--- config.mk ---
export PLATFORM = sky130hd
export DESIGN_NAME = amp_power_seq
export DESIGN_NICKNAME = d
export VERILOG_FILES = /design/src/rtl/amp_power_seq_pkg.sv /design/src/rtl/amp_power_seq_wdog_timer.sv /design/src/rtl/amp_power_seq.sv
export SDC_FILE = /design/constraint.sdc
export NUM_CORES = 1
export LEC_CHECK = 0
export ABC_AREA = 1
export CORE_MARGIN = 4
export CORE_UTILIZATION = 57
export DETAILED_ROUTE_END_ITERATION = 10
export MAX_ROUTING_LAYER = met4
export PLACE_DENSITY = 0.85
export REMOVE_ABC_BUFFERS = 1
export SLEW_MARGIN = 30
export SYNTH_ARGS = -nofsm -noshare
export SYNTH_HDL_FRONTEND = slang
export SYNTH_HIERARCHICAL = 1
export SYNTH_SLANG_ARGS = --single-unit
--- constraint.sdc ---
create_clock -name sysclk -period 3.4 [get_ports sysclk]
set_input_delay 1.02 -clock sysclk [delete_from_list [all_inputs] [get_ports sysclk]]
set_output_delay 1.02 -clock sysclk [all_outputs]
set_load 0.005 [all_outputs]
--- src/rtl/amp_power_seq_pkg.sv ---
// Shared constants for the amplifier power sequencer: sequencer state encoding,
// register write-data field positions and the watchdog period reset value.
package amp_power_seq_pkg;

  typedef enum logic [2:0] {
    ST_OFF     = 3'd0,
    ST_WAIT_MV = 3'd1,
    ST_SETTLE  = 3'd2,
    ST_ON      = 3'd3,
    ST_FAULT   = 3'd4
  } seq_state_e;

  // reg_wdata layout: per-channel enable value / mask pairs, power value / mask pair
  localparam int WD_EN_LSB       = 0;
  localparam int WD_MASK_LSB     = 8;
  localparam int WD_PWR_VAL_BIT  = 18;
  localparam int WD_PWR_MASK_BIT = 19;

  localparam logic [15:0] WDOG_PERIOD_RST = 16'h1680;

  function automatic logic is_powered(input seq_state_e s);
    return (s == ST_WAIT_MV) || (s == ST_SETTLE) || (s == ST_ON);
  endfunction

endpackage

--- src/rtl/amp_power_seq_wdog_timer.sv ---
// Watchdog timer: free-running tick prescaler, saturating kick counter and the
// sticky timeout/warn flags. The warning comparator exists only with WDOG_WARN_EN.
module amp_power_seq_wdog_timer
  import amp_power_seq_pkg::*;
#(
  parameter int DIV_WIDTH = 8
) (
  input  logic        clk_i,
  input  logic        reset_i,
  input  logic        any_wen_i,
  input  logic        timeout_wen_i,
  input  logic [15:0] period_wdata_i,
  input  logic        flag_clr_i,
  output logic        tick_o,
  output logic [15:0] period_o,
  output logic        timeout_o,
  output logic        warn_o
);

  logic [DIV_WIDTH-1:0] presc_q, presc_d;
  logic [15:0]          period_q, period_d;
  logic [15:0]          count_q, count_d;
  logic                 timeout_q, timeout_d;
  logic                 tick;
  logic                 tick_live;

  // Tick fires on the cycle the prescaler is about to wrap back to zero.
  assign tick      = (presc_q == '1);
  assign tick_live = tick && !any_wen_i && (period_q != 16'd0);

  always_comb begin
    presc_d   = presc_q + 1'b1;
    period_d  = timeout_wen_i ? period_wdata_i : period_q;
    count_d   = count_q;
    timeout_d = timeout_q;
    if (any_wen_i || (period_q == 16'd0)) begin
      count_d = '0;
    end else if (tick) begin
      if (count_q < period_q) begin
        count_d = count_q + 16'd1;
      end else begin
        timeout_d = 1'b1;
      end
    end
    if (flag_clr_i) begin
      timeout_d = 1'b0;
    end
  end

  always_ff @(posedge clk_i) begin
    if (reset_i) begin
      presc_q   <= '0;
      period_q  <= WDOG_PERIOD_RST;
      count_q   <= '0;
      timeout_q <= 1'b0;
    end else begin
      presc_q   <= presc_d;
      period_q  <= period_d;
      count_q   <= count_d;
      timeout_q <= timeout_d;
    end
  end

`ifdef WDOG_WARN_EN
  logic        warn_q, warn_d;
  logic [15:0] warn_thresh;

  assign warn_thresh = period_q - (period_q >> 2);

  always_comb begin
    warn_d = warn_q;
    if (tick_live && (count_q >= warn_thresh)) begin
      warn_d = 1'b1;
    end
    if (flag_clr_i) begin
      warn_d = 1'b0;
    end
  end

  always_ff @(posedge clk_i) begin
    if (reset_i) begin
      warn_q <= 1'b0;
    end else begin
      warn_q <= warn_d;
    end
  end

  assign warn_o = warn_q;
`else
  logic unused_tick_live;
  assign unused_tick_live = tick_live;
  assign warn_o           = 1'b0;
`endif

  assign tick_o    = tick;
  assign period_o  = period_q;
  assign timeout_o = timeout_q;

endmodule

--- src/rtl/amp_power_seq.sv ---
// Amplifier power sequencer: brings the motor supply up, waits for it to settle,
// gates per-channel amp enables and forces amps off on watchdog timeout or fault.
// Optional WDOG_WARN_EN adds the watchdog early-warning flag.
module amp_power_seq
  import amp_power_seq_pkg::*;
#(
  parameter int NUM_CHAN         = 4,
  parameter int WDOG_DIV_WIDTH   = 8,
  parameter int MV_SETTLE_TICKS  = 7680,
  parameter int MV_TIMEOUT_TICKS = 19200
) (
  input  logic                sysclk,
  input  logic                reset,
  input  logic                status_wen,
  input  logic                timeout_wen,
  input  logic                any_wen,
  input  logic [31:0]         reg_wdata,
  input  logic                mv_good,
  input  logic [NUM_CHAN-1:0] safety_amp_disable,
  output logic [NUM_CHAN-1:0] amp_disable,
  output logic                pwr_enable,
  output logic [15:0]         wdog_period,
  output logic                wdog_timeout,
  output logic                wdog_warn,
  output logic [2:0]          seq_state,
  output logic                mv_fault
);

  localparam int CNT_MAX = (MV_SETTLE_TICKS > MV_TIMEOUT_TICKS) ? MV_SETTLE_TICKS
                                                                : MV_TIMEOUT_TICKS;
  localparam int CNT_W   = $clog2(CNT_MAX + 1);

  seq_state_e          state_q, state_d;
  logic [CNT_W-1:0]    cnt_q, cnt_d;
  logic                fault_q, fault_d;
  logic [NUM_CHAN-1:0] dis_q, dis_d;
  logic [NUM_CHAN-1:0] amp_q, amp_d;
  logic                pwr_q, pwr_d;

  logic                pcmd, poff, flag_clr, tick;
  logic [NUM_CHAN-1:0] wr_en, wr_mask;
  logic                unused_wdata;

  assign wr_en    = reg_wdata[WD_EN_LSB +: NUM_CHAN];
  assign wr_mask  = reg_wdata[WD_MASK_LSB +: NUM_CHAN];
  assign pcmd     = status_wen & reg_wdata[WD_PWR_MASK_BIT] & reg_wdata[WD_PWR_VAL_BIT];
  assign poff     = status_wen & reg_wdata[WD_PWR_MASK_BIT] & ~reg_wdata[WD_PWR_VAL_BIT];
  assign flag_clr = pcmd | (status_wen & (|(wr_en & wr_mask)));

  assign unused_wdata = ^{reg_wdata[31:20], reg_wdata[17:16]};

  amp_power_seq_wdog_timer #(
    .DIV_WIDTH (WDOG_DIV_WIDTH)
  ) u_wdog_timer (
    .clk_i          (sysclk),
    .reset_i        (reset),
    .any_wen_i      (any_wen),
    .timeout_wen_i  (timeout_wen),
    .period_wdata_i (reg_wdata[15:0]),
    .flag_clr_i     (flag_clr),
    .tick_o         (tick),
    .period_o       (wdog_period),
    .timeout_o      (wdog_timeout),
    .warn_o         (wdog_warn)
  );

  // Sequencer next state; cnt_q counts ticks spent in WAIT_MV or SETTLE.
  always_comb begin
    state_d = state_q;
    cnt_d   = cnt_q;
    fault_d = fault_q;
    unique case (state_q)
      ST_OFF: begin
        if (pcmd) begin
          state_d = ST_WAIT_MV;
          cnt_d   = '0;
        end
      end
      ST_WAIT_MV: begin
        if (mv_good) begin
          state_d = ST_SETTLE;
          cnt_d   = '0;
        end else if (tick) begin
          if (cnt_q == CNT_W'(MV_TIMEOUT_TICKS - 1)) begin
            state_d = ST_FAULT;
            fault_d = 1'b1;
            cnt_d   = '0;
          end else begin
            cnt_d = cnt_q + CNT_W'(1);
          end
        end
      end
      ST_SETTLE: begin
        if (!mv_good) begin
          state_d = ST_WAIT_MV;
          cnt_d   = '0;
        end else if (tick) begin
          if (cnt_q == CNT_W'(MV_SETTLE_TICKS - 1)) begin
            state_d = ST_ON;
            cnt_d   = '0;
          end else begin
            cnt_d = cnt_q + CNT_W'(1);
          end
        end
      end
      ST_ON: begin
        if (!mv_good) begin
          state_d = ST_FAULT;
          fault_d = 1'b1;
        end
      end
      ST_FAULT: begin
        if (pcmd) begin
          state_d = ST_WAIT_MV;
          fault_d = 1'b0;
          cnt_d   = '0;
        end
      end
      default: begin
        state_d = ST_OFF;
        cnt_d   = '0;
      end
    endcase
    if (poff) begin
      state_d = ST_OFF;
      cnt_d   = '0;
    end
  end

  // Safety and watchdog ORs are applied after the write so they always win.
  always_comb begin
    dis_d = dis_q;
    if (status_wen) begin
      for (int i = 0; i < NUM_CHAN; i++) begin
        dis_d[i] = (state_q != ST_ON) | (wr_mask[i] ? ~wr_en[i] : dis_q[i]);
      end
    end
    dis_d = dis_d | (wdog_timeout ? {NUM_CHAN{1'b1}} : safety_amp_disable);
    amp_d = dis_d | {NUM_CHAN{state_d != ST_ON}};
    pwr_d = is_powered(state_d);
  end

  always_ff @(posedge sysclk) begin
    if (reset) begin
      state_q <= ST_OFF;
      cnt_q   <= '0;
      fault_q <= 1'b0;
      dis_q   <= '1;
      amp_q   <= '1;
      pwr_q   <= 1'b0;
    end else begin
      state_q <= state_d;
      cnt_q   <= cnt_d;
      fault_q <= fault_d;
      dis_q   <= dis_d;
      amp_q   <= amp_d;
      pwr_q   <= pwr_d;
    end
  end

  assign seq_state   = state_q;
  assign mv_fault    = fault_q;
  assign amp_disable = amp_q;
  assign pwr_enable  = pwr_q;

endmodule

== Yosys cells after proc, flatten, opt, wreduce, memory -nomap -nowiden ==
Index checks and enable logic that the tools add are counted.

* Bits in registers: 69
* Bits of input ports: 42
* Output and inout port bits: 27
* Logic and storage cells: 99

* $add $sub $neg: 3
* Magnitude comparators: 1
* Equal/unequal tests: 20
* Mux-type cells: 30
* Bitwise gates (word level): 20
* Reductions and logical operators: 15

{| class="wikitable"
|+ Operators by type and width
! operator !! number
|-
| two-way mux 15 bit || 7
|-
| one-hot mux 15 bit (4 select lines) || 1
|-
| two-way mux 3 bit || 9
|-
| adder 16 x 1 -> 16 bit, second input constant || 1
|-
| zero test 16 bit || 1
|-
| < comparator 16 bit || 1
|-
| adder 15 x 1 -> 15 bit, second input constant || 1
|-
| equality test 15 x 13 -> 1 bit, second input constant || 1
|-
| equality test 15 bit, second input constant || 1
|-
| equality test 3 x 2 -> 1 bit, second input constant || 4
|-
| one-hot mux 3 bit (4 select lines) || 1
|-
| inequality test 2 bit, second input constant || 5
|-
| two-way mux 1 bit || 9
|-
| adder 8 x 1 -> 8 bit, second input constant || 1
|-
| equality test 8 bit, second input constant || 1
|-
| two-way mux 4 bit || 2
|-
| inverter 1 bit || 8
|-
| OR 4 bit || 2
|-
| OR reduction 2 bit || 4
|-
| equality test 3 x 1 -> 1 bit, second input constant || 2
|-
| inequality test 3 x 2 -> 1 bit, second input constant || 2
|-
| inequality test 3 bit, second input constant || 2
|-
| AND reduction 6 bit || 1
|-
| OR 1 bit || 5
|-
| other kinds (12) || 17
|}

== Logic depth before layout (Yosys ltp) ==
* Word-level depth: 9
* Mapped depth: 17
* Gate-level depth less buffers: 15

== Modules after synthesis ==
Netlist, hierarchy kept.

{| class="wikitable"
|+ By module, submodules not included
! module !! instances !! cells an instance !! area an instance (um^2) !! sequential area each (um^2)
|-
| amp_power_seq_wdog_timer || 1 || 308 || 2308.5 || 820.8
|-
| amp_power_seq || 1 || 235 || 1651.6 || 560.5
|}

== Least setup slack after synthesis ==
OpenSTA, ideal clock, no wires.

* Kind: register to register
* Start point: register u_wdog_timer.presc_q[0]
* End point: register cnt_q[11]
* Setup time: 0.117 ns
* Data arrival time: 1.952 ns
* Required time: 3.283 ns
* Path slack: 1.332 ns
* Stages on the path, launching flop included: 18
* Path buffers: 3
* Period minus slack after synthesis: 2.068 ns
* Cell sequence: dfxtp_1 ha_1 nand2_1 inv_2 nand2_4 nor3_4 nand2_2 nor2_8 buf_8 inv_1 nand2_1 o21ai_4 nor2_4 buf_6 buf_12 nand3_1 nand3_1 nor2_1

* Word-level cells in the longest chain between the ends: 3
* Elaborated cells between the ends (all ways): 4
* Classes of those cells: eq/ne: 3; reduce/logical: 1

{| class="wikitable"
|+ RTL lines
! what !! line !! text
|-
| from (decl) || amp_power_seq_wdog_timer.sv:20 || <nowiki>logic [DIV_WIDTH-1:0] presc_q, presc_d;</nowiki>
|-
| from (signal assigned) || amp_power_seq_wdog_timer.sv:57 || <nowiki>presc_q <= presc_d;</nowiki>
|-
| equality test 8 bit (*) || amp_power_seq_wdog_timer.sv:28 || <nowiki>assign tick = (presc_q == '1);</nowiki>
|-
| net tick || amp_power_seq.sv:40 || <nowiki>logic pcmd, poff, flag_clr, tick;</nowiki>
|-
| inequality test 3 bit (no source line) || n/a ||
|-
| AND reduction 4 bit (no source line) (*) || n/a ||
|-
| to (signal assigned) || amp_power_seq.sv:153 || <nowiki>cnt_q <= cnt_d;</nowiki>
|-
| to (decl) || amp_power_seq.sv:34 || <nowiki>logic [CNT_W-1:0] cnt_q, cnt_d;</nowiki>
|}

Mark *: on every way through the listed nets, which the timed path passes. The rest lies on a longest branch.
A chain may end at the register's enable or synchronous reset.

==> impl_metrics.py <==
metrics = {
    "status": {
        "status": "completed",
    },
    "clock_network": {
        "path_clk_slew_ns": 0.07,
        "cts_tree": "yes",
        "h-tree-depth": 3,
        "cts_buffers": 9,
        "cts_buffer_depth": 2,
        "post_cts_buffers": 0,
        "ctsHoldBuffers": 0,
        "cts_root_buf": "clkbuf_8",
        "clock_latency_ns": 0.34,
        "cts_resized": 0,
        "cts_sinks": 69,
    },
    "worst_hold_path": {
        "hp-class": "register to register",
        "min_to": "mv_fault",
        "hold_depth": 2,
        "hp-start": "mv_fault",
    },
    "global_routing": {
        "antenna_found_initial": 0,
        "grt_pass1_wl_mm": 16.0,
        "grt_max_degree": 24,
        "grt_pass1_vias": 3580,
        "grt_util_all_layers_pct": 24.1,
        "gr-total-overflow": 0,
    },
    "power_and_ir_drop": {
        "power_leakage_nw": 1.96,
        "ir_worst_vdd_mv": 0.257,
        "powerDensity_mw_per_mm2": 383,
    },
    "synth": {
        "synth_fa_ha_area_share_pct": 5.69,
        "synth_ff_type": "dfxtp_1",
        "synth-edff-count": 0,
        "seq_area_frac_synth_pct": 34.9,
        "synth_mux_area_share_pct": 0,
        "synthDistinctLibCells": 40,
        "synth-compound-area-share_pct": 13.0,
        "synth_xor_area_share_pct": 3.54,
        "syn_area_per_cell_um2": 7.29,
        "async_flop_share_pct": 0,
        "ys_ff_latch": 69,
        "synth_top_family_by_area": "simple AND/OR/NAND/NOR gates",
        "yosysWarnings": 6,
        "syn_area_mm2": 0.00396,
        "syn_inst": 543,
        "synth-simple-area-share_pct": 32.8,
    },
    "placement": {
        "dp_cells": 664,
        "gp_congestion": 0.858,
        "dpl.hpwl_mm": 6.91,
        "port_buffers": 53,
    },
    "drt": {
        "vias": 3758,
        "routed_wl_mm": 9.42,
        "first_pass_iters": 5,
        "post_drt_via_cell_ratio": 5.53,
        "avgRoutedWirePerCell_um": 13.9,
        "ant_nets": 0,
        "drtIter0Drc": 342,
        "drc": 0,
    },
    "cells_and_area": {
        "layout.nets": 655,
        "antennaDiodeCount": 0,
        "final_cell_count_no_fill": 680,
        "syn2layout_area_growth_pct": 19.1,
        "drive_gt1_share_pct": 11.3,
    },
    "critical_path": {
        "startpoint_type": "input port",
        "arrival_ns": 2.63,
        "ff2ff_setup_slack_ns": 0.99,
        "crit_fanout": 15,
        "reg2reg_to": "cnt_q[5]",
        "critPathRequiredTime_ns": 3.55,
        "timing.rr.start": "u_wdog_timer/presc_q[0]",
        "end_kind": "register",
        "crit_type": "input port to register",
        "rr_worst_depth": 15,
    },
    "die": {
        "ios": 69,
        "core_area_mm2": 0.00676,
        "die-area_mm2": 0.00834,
        "rows": 30,
        "die_y_um": 91.4,
        "start_util_pct": 58.6,
        "die_x_um": 91.4,
    },
    "timing": {
        "rsz0062_at_grt": "no",
        "fmax_ghz": 0.405,
        "setup-violations-final": 0,
        "worstMarginPinSlew_ns": 0.610,
        "finalHoldViolCount": 0,
        "finalCritPeriodShare_pct": 72.7,
        "relSlewSlack_pct": 59.3,
        "final_max_slew_viol_count": 0,
        "final.setup.tns_ns": 0,
        "period_minus_slack_ns": 2.47,
        "fin_worst_skew_ns": 0.00873,
    },
    "run": {
        "drv_cap": 0,
    },
}
==> how the worst max path moves through the flow <==
stage,endpoint,from,depth (start not counted)
global placement,cnt_q[10],status_wen,9
floorplan,cnt_q[10],u_wdog_timer/presc_q[0],14
finish,amp_disable[1],reset,5
CTS,amp_disable[1],reset,5
global route,cnt_q[14],u_wdog_timer/presc_q[0],16
detailed placement,amp_disable[1],reset,5
==> power breakdown <==
group | switching, mW | leakage [nW] | internal [mW]
clock | 0.313 | 0.116 | 0.454
sequential | 0.0137 | 0.562 | 0.829
combinational | 0.104 | 1.29 | 0.0910
total | 0.431 | 1.96 | 1.37
==> metrics by stage <==
step	cell area (µm²)	setup slack [ns]	util (%)	hold WS [ns]	total power, mW
2_1_floorplan	3840	1.10	-	0.415	0.956
3_3_place_gp	4480	0.740	66.4	0.428	1.05
3_5_place_dp	4480	0.623	66.4	0.452	1.05
4_1_cts	4720	0.983	69.8	0.470	1.82
5_1_grt	4720	0.771	69.8	0.496	1.87
6_report	4720	0.928	69.8	0.466	1.81
==> cell type report <==
class	instances	area, µm²
multi-input combinational	387	2180
tap	80	100
inverter	73	274
clock inverter	5	81.3
fill	549	2040
clock buffer	11	151
sequential	69	1380
timing repair buffer	55	546
==> cells by family (layout without fill, tap and decap cells) <==
family / Yosys count / in the layout
AOI/OAI and AO/OA: 96 / 96
xor gates and xnor gates: 16 / 16
adders and majority gates: 18 / 18
buffers and inverters: 87 / 144
DFF: 69 / 69
other: 1 / 1
and+or+nand+nor: 256 / 256
==> cell usage in the layout, fill, tap and decap left out, drive strengths merged, types with 2 or more instances in the layout <==
cell           count
a21o               3
a21oi             56
and2               2
buf                2
bufinv             2
clkbuf            11
clkdlybuf4s50     53
dfxtp             69
ha                18
inv               74
nand2            114
nand3             28
nand3b             3
nand4             31
nor2              58
nor3              18
o21ai             33
xnor2              6
xor2              10
==> Yosys cell counts (2+ instances only) <==
| library cell | number | area (µm²) |
|---|---|---|
| nand2_1 | 102 | 383 |
| xor2_1 | 10 | 87.6 |
| buf_6 | 5 | 56.3 |
| nor3_4 | 2 | 32.5 |
| and2_1 | 2 | 12.5 |
| nor3_2 | 5 | 50.1 |
| ha_1 | 18 | 225 |
| o21ai_1 | 2 | 10.0 |
| a21o_1 | 3 | 22.5 |
| clkbuf_1 | 6 | 22.5 |
| nand2_2 | 11 | 68.8 |
| nor2_4 | 3 | 33.8 |
| nand4_1 | 31 | 194 |
| inv_2 | 7 | 26.3 |
| xnor2_1 | 6 | 52.6 |
| nor3_1 | 11 | 55.1 |
| o21ai_0 | 30 | 150 |
| nand3_1 | 24 | 120 |
| nand3b_1 | 3 | 22.5 |
| a21oi_2 | 2 | 17.5 |
| nor2_1 | 43 | 161 |
| a21oi_1 | 54 | 270 |
| nor2_2 | 11 | 68.8 |
| dfxtp_1 | 69 | 1380 |
| inv_1 | 66 | 248 |
| nand3_2 | 3 | 30.0 |
==> state kept, by name, indices dropped and copies added, names as in the netlist <==
register and count:
amp_disable 4, cnt_q 15, dis_q 4, mv_fault 1, pwr_enable 1, seq_state 3, u_wdog_timer/count_q 16, u_wdog_timer/period_o 16
u_wdog_timer/presc_q 8, u_wdog_timer/timeout_o 1
==> worst max-delay path, cell delays in order <==
cell and delay, ns:
clkdlybuf4s50_1 0.71, nor2_1 0.20, inv_1 0.11, nor3_1 0.33
nand4_1 0.26
==> layer usage <==
layer / routed length, µm / global-route usage [%] / up-vias
met4: 208 / 9.30 / 0
met3: 534 / 3.56 / 20
met5: 0 / - / -
met1: 4310 / 31.0 / 1713
li1: - / - / 1898
met2: 4370 / 38.3 / 127
No activity file was read; power rests on OpenSTA's default activity.
